===== config.mk =====
export PLATFORM = sky130hd
export DESIGN_NAME = uart_tx_arbiter
export DESIGN_NICKNAME = d
export VERILOG_FILES = /design/src/rtl/uart_tx_arbiter.sv
export SDC_FILE = /design/constraint.sdc
export NUM_CORES = 1
export LEC_CHECK = 0
export BUFFER_PORTS_ARGS = -buffer_cell sky130_fd_sc_hd__clkbuf_2
export CAP_MARGIN = 25
export CORE_MARGIN = 5
export CORE_UTILIZATION = 49
export DETAILED_ROUTE_END_ITERATION = 16
export PLACE_DENSITY = 0.8
export SLEW_MARGIN = 20
export SYNTH_ARGS = -nofsm -noshare
export SYNTH_HDL_FRONTEND = slang
export SYNTH_SLANG_ARGS = --single-unit
export TNS_END_PERCENT = 100

===== constraint.sdc =====
create_clock -name clk -period 2.5 [get_ports clk]
set_input_delay 0.75 -clock clk [delete_from_list [all_inputs] [get_ports clk]]
set_output_delay 0.75 -clock clk [all_outputs]
set_load 0.01 [all_outputs]

===== src/rtl/uart_tx_arbiter.sv =====
// Round-robin arbiter sharing one uart_tx between N_REQ byte requesters.
// Issues a one-cycle send pulse, then blocks for a frame plus guard gap.
//
// state  | meaning
// IDLE   | waiting for any req_valid, grants one requester per cycle
// LAUNCH | tx_send high for this single cycle, tx_data presented
// WAIT   | uart_tx shifting the frame out (FRAME_CYCLES clocks)
// GAP    | guard idle time before the next grant (GAP_CYCLES clocks)
module uart_tx_arbiter #(
   parameter int N_REQ        = 4,
   parameter int ID_W         = 2,
   parameter int FRAME_CYCLES = 10,
   parameter int GAP_CYCLES   = 1
) (
   input  logic                 clk,
   input  logic                 rstn,
   input  logic [N_REQ-1:0]     req_valid,
   input  logic [8*N_REQ-1:0]   req_data,
   output logic [N_REQ-1:0]     req_ready,
   output logic                 tx_send,
   output logic [7:0]           tx_data,
   output logic                 busy,
   output logic [ID_W-1:0]      grant_id,
   output logic [7:0]           tx_count
);

   localparam int CNT_MAX = (FRAME_CYCLES > GAP_CYCLES) ? FRAME_CYCLES : GAP_CYCLES;
   localparam int CNT_W   = (CNT_MAX > 1) ? $clog2(CNT_MAX) : 1;
   localparam logic [CNT_W-1:0] FRAME_LOAD = CNT_W'(FRAME_CYCLES - 1);
   localparam logic [CNT_W-1:0] GAP_LOAD   = CNT_W'((GAP_CYCLES > 0) ? GAP_CYCLES - 1 : 0);

   typedef enum logic [1:0] {
      S_IDLE,
      S_LAUNCH,
      S_WAIT,
      S_GAP
   } state_t;

   state_t            state, state_nxt;
   logic [CNT_W-1:0]  cnt, cnt_nxt;
   logic [ID_W-1:0]   last;
   logic [ID_W-1:0]   win, win_hi, win_lo;
   logic              found_hi, any_valid;
   logic [7:0]        win_data;
   logic              accept;

   // Lowest valid index above the last grant wins; otherwise wrap to the lowest valid.
   always_comb begin
      win_hi    = '0;
      win_lo    = '0;
      found_hi  = 1'b0;
      any_valid = 1'b0;
      for (int i = N_REQ - 1; i >= 0; i--) begin
         if (req_valid[i]) begin
            win_lo    = ID_W'(i);
            any_valid = 1'b1;
            if (ID_W'(i) > last) begin
               win_hi   = ID_W'(i);
               found_hi = 1'b1;
            end
         end
      end
      win      = found_hi ? win_hi : win_lo;
      win_data = '0;
      for (int i = 0; i < N_REQ; i++) begin
         if (ID_W'(i) == win) win_data = req_data[8*i +: 8];
      end
   end

   assign accept    = rstn && (state == S_IDLE) && any_valid;
   assign req_ready = accept ? (N_REQ'(1) << win) : '0;
   assign busy      = (state != S_IDLE);

   always_comb begin
      state_nxt = state;
      cnt_nxt   = cnt;
      case (state)
         S_IDLE: begin
            if (any_valid) state_nxt = S_LAUNCH;
         end
         S_LAUNCH: begin
            state_nxt = S_WAIT;
            cnt_nxt   = FRAME_LOAD;
         end
         S_WAIT: begin
            if (cnt == '0) begin
               if (GAP_CYCLES == 0) begin
                  state_nxt = S_IDLE;
               end else begin
                  state_nxt = S_GAP;
                  cnt_nxt   = GAP_LOAD;
               end
            end else begin
               cnt_nxt = cnt - CNT_W'(1);
            end
         end
         S_GAP: begin
            if (cnt == '0) state_nxt = S_IDLE;
            else           cnt_nxt   = cnt - CNT_W'(1);
         end
         default: state_nxt = S_IDLE;
      endcase
   end

   // Send, data, grant and count are all registered at the accept edge so they
   // appear together during LAUNCH.
   always_ff @(posedge clk) begin
      if (!rstn) begin
         state    <= S_IDLE;
         cnt      <= '0;
         last     <= ID_W'(N_REQ - 1);
         tx_send  <= 1'b0;
         tx_data  <= '0;
         grant_id <= '0;
         tx_count <= '0;
      end else begin
         state   <= state_nxt;
         cnt     <= cnt_nxt;
         tx_send <= accept;
         if (accept) begin
            tx_data  <= win_data;
            grant_id <= win;
            last     <= win;
            tx_count <= tx_count + 8'd1;
         end
      end
   end

endmodule


==> out/summary.log <==
qor: status.run_status complete, but fails checks
qor: status.failed_checks negative setup slack
qor: finish.layoutNonFillerInstCount 320
qor: critical_path.crit_required 1.75 ns
qor: clock_tree.clk_latency 0.32 ns
qor: clock_tree.clkSinkCount 27
qor: critical_path.critical_path.cell_chain buf_8 -> o41a_1 -> nand2_2 -> inv_2 -> and2_4 -> buf_8
qor: finish.diodes 0
qor: critical_path.start_kind primary input
qor: route.drc_errors_left 0
qor: route.drt_iter0_drc 39
qor: synthesis.synth_cells 197
qor: clock_tree.cts.hold.buffers_added 0
qor: critical_path.cp_slowest_cell o41a_1
qor: finish.multi_input_area 0.00105 mm²
qor: critical_path.timing.critical_path.to_type output pin
qor: finish.layout-drive-gt1-share 40.5%
qor: power_and_ir_drop.ir_drop 0.000478 V
qor: synthesis.yosys_register_bits 27
qor: timing.final.period_utilization 100%
qor: clock_tree.cts_buffers 3
qor: floorplan.die_width 68.0 µm
qor: floorplan.effective_utilization_at_floorplan 50.1%
qor: floorplan.core-area 0.00328 mm²
qor: finish.layout.nets 320
qor: clock_tree.clock_tree_from_tritoncts done
qor: critical_path.r2r-end tx_count[6]$_SDFFE_PN0P_
qor: finish.ff_latch_area 541 µm²
qor: synthesis.synth-seq-area-share 32.8%
qor: timing.finalWorstPathRequiredPeriod 2.51 ns
qor: route.wl_per_cell 13.5 µm
qor: global_route.grt_overflow 0
qor: timing.report.final.setup_viol 1
qor: critical_path.worstPathArrival 1.76 ns
qor: synthesis.synth_edf_count 0
qor: critical_path.path_class in2out
qor: critical_path.crit_path_end req_ready[1]
qor: worst_hold_path.worstHoldStart tx_count[7]$_SDFFE_PN0P_
qor: synthesis.synthesis.area_per_instance 8.36 µm²
qor: timing.fmaxAchievable 0.399 GHz
qor: global_route.first_pass_grt_wire_length 7340 µm
qor: flow_run.timing.max_cap.violations 0
qor: power_and_ir_drop.leakage 1.11 nW
qor: floorplan.die_area 0.00462 mm²
qor: synthesis.synth.net_count 242
qor: power_and_ir_drop.power.total 2.16 mW
qor: timing.timing_worst_slew_pin_value 0.326 ns
qor: route.dr.pass1.iters 4
qor: timing.worst_slew_margin_rel 78.2%
qor: place.detailed_place_hpwl 3140 µm
qor: timing.setup_skew_after_layout 0.00379 ns
qor: worst_hold_path.holdCritPathClass reg2reg
qor: route.num_vias 1,685
qor: timing.totalNegativeSetupSlack -0.00873 ns
qor: critical_path.crit_path_frequent_cell buf_8
qor: floorplan.rows 21
qor: synthesis.synth_flop_cell dfxtp_1
qor: route.count_of_nets_left_with_antenna_violations_after_detail_routing 0
qor: place.dpl.cell_count 311
qor: timing.maxSlewViolCount 0
qor: timing.report.final.hold_viol_count 0
qor: global_route.number_of_antenna_violations_at_the_first_check_in_global_routing 0
qor: route.wirelength 4330 µm
qor: route.vias_per_instance 5.27
qor: floorplan.floorplan.die.height 68.0 µm
qor: global_route.first_global_vias 1,771
qor: critical_path.path_max_fanout 5
qor: critical_path.worst_flop_to_flop_path_startpoint state[0]$_SDFFE_PN0P_
qor: global_route.total_track_usage 20.3%
qor: clock_tree.path_clk_slew 0.15 ns
qor: critical_path.timing.reg2reg.worst_path_depth 10
qor: critical_path.setup.worst_path.start req_valid[3]
qor: timing.finalWorstSetupSlack -0.00873 ns
qor: critical_path.worst-r2r-setup-slack 0.50 ns
qor: clock_tree.clockRootBuffer clkbuf_4
qor: clock_tree.h_tree_depth 1
qor: synthesis.library_cells_used_by_synthesis 43
qor: clock_tree.max-clock-path-buffers 2
qor: timing.unrepaired_setup_endpoints_after_global_routing yes
qor: synthesis.synthesis.area 0.00165 mm²
qor: place.buffer_ports.inserted 61
qor: finish.filler_cell_count 289
qor: synthesis.synth-async-reset-ratio 0%
qor: finish.area_delta_synth_final 37.0%
qor: floorplan.design.portCount 62
qor: global_route.pin_count_of_the_biggest_net_entering_global_routing 27
qor: place.globalplace.congestion 0.814
qor: finish.finalCoreUtilization 68.7%
qor: critical_path.slowest_delay 0.45 ns
qor: power_and_ir_drop.p_per_area 959 mW/mm²
qor: synthesis.ys_warnings 0
-- state kept, by name (all words and copies together), names as in the netlist --
signal	count
state	2
last	2
cnt	4
tx_send	1
tx_data	8
tx_count	8
grant_id	2
-- cells by family (layout without fill, tap and decap cells) --
kind of cell / count (synthesis) / after routing / synth area share [%]
mux: 9 / 9 / 6.08
xor+xnor: 5 / 5 / 2.66
buf+inv: 25 / 102 / 6.84
fa+ha+maj: 7 / 7 / 5.32
simple gates: 69 / 69 / 20.8
compound gates: 55 / 55 / 25.5
flops: 27 / 27 / 32.8
-- power by group --
part	total, mW	internal (mW)	switching, mW
clock network	0.197	0.0611	0.136
logic	1.28	0.607	0.674
registers	0.685	0.579	0.106
-- through the flow --
stage | instance area, µm² | setup slack [ns] | hold slack (ns)
finish | 2260 | -0.00873 | 0.484
global route | 2260 | -0.0499 | 0.514
CTS | 2180 | -0.00974 | 0.485
detailed placement | 2100 | -0.129 | 0.460
global placement | 2100 | -0.109 | 0.457
floorplan | 1660 | 0.00707 | 0.488
-- area by class of cell --
| cell class | instances | share of cell area, % |
|---|---|---|
| timing repair buffer | 82 | 23.0 |
| clock inverter | 1 | 0.333 |
| tap | 46 | 2.55 |
| sequential | 27 | 24.0 |
| inverter | 16 | 2.66 |
| multi-input combinational | 145 | 46.5 |
| clock buffer | 3 | 0.998 |
-- per-layer routing --
metal / share of wire (%) / global-route usage, % / wire length [µm]
met3: 6.6 / 5.42 / 288
met4: 0.72 / 6.70 / 31
met1: 42 / 22.3 / 1810
met5: 0 / 0 / 0
met2: 51 / 37.4 / 2210
-- worst max-delay path, delay by kind of cell --
kind            cells  cell delay, ns
buf+inv             3            0.27
compound gates      1            0.45
simple gates        2            0.29
-- layout by cell type (no fill, tap or decap), types with 3 or more instances in the layout --
master / netlist / routed
clkbuf_2: 0 / 55
dfxtp_1: 27 / 27
nor2_1: 22 / 21
nand2_1: 20 / 19
buf_4: 0 / 19
inv_1: 15 / 15
o21ai_0: 16 / 15
o2bb2ai_1: 8 / 8
o211a_1: 8 / 8
mux2_2: 8 / 7
and2_1: 8 / 7
ha_1: 7 / 6
xnor2_1: 5 / 5
o22ai_1: 3 / 3
o31ai_1: 3 / 3
clkbuf_4: 0 / 3
buf_8: 0 / 3
-- worst min path at each step --
stage	end	depth (start not counted)
floorplan	grant_id[1]$_SDFFE_PN0P_	2
global placement	tx_data[6]$_SDFFE_PN0P_	2
detailed placement	tx_data[6]$_SDFFE_PN0P_	2
CTS	tx_count[7]$_SDFFE_PN0P_	1
global route	tx_count[7]$_SDFFE_PN0P_	1
finish	tx_count[7]$_SDFFE_PN0P_	1
-- cells in the mapped netlist, drive strengths merged, types with 2 or more instances --
cell type   n  area, µm²
nor2b       4       25.0
o21ai      16       80.1
nand3       2       10.0
clkbuf      4       15.0
nor3        3       15.0
nor2       22       82.6
dfxtp      27        541
o22ai       3       18.8
inv        16       60.1
nand2      21       81.3
mux2        8       90.1
o211a       8       80.1
ha          7       87.6
xnor2       5       43.8
a21oi       2       10.0
and2        8       50.1
nand4       3       33.8
a21boi      3       33.8
o211ai      2       15.0
o31ai       3       22.5
o2bb2ai     8       70.1
buf         5       37.5
a31oi       2       12.5
-- timing repair --
item,4_1_cts,5_1_grt
hold endpoints to repair,0,0
pin swaps,2,6
endpoints found under the setup margin,3,3
resized for setup,7,20
setup buffers,3,2
Note: power is estimated with default switching activity, not from simulation.
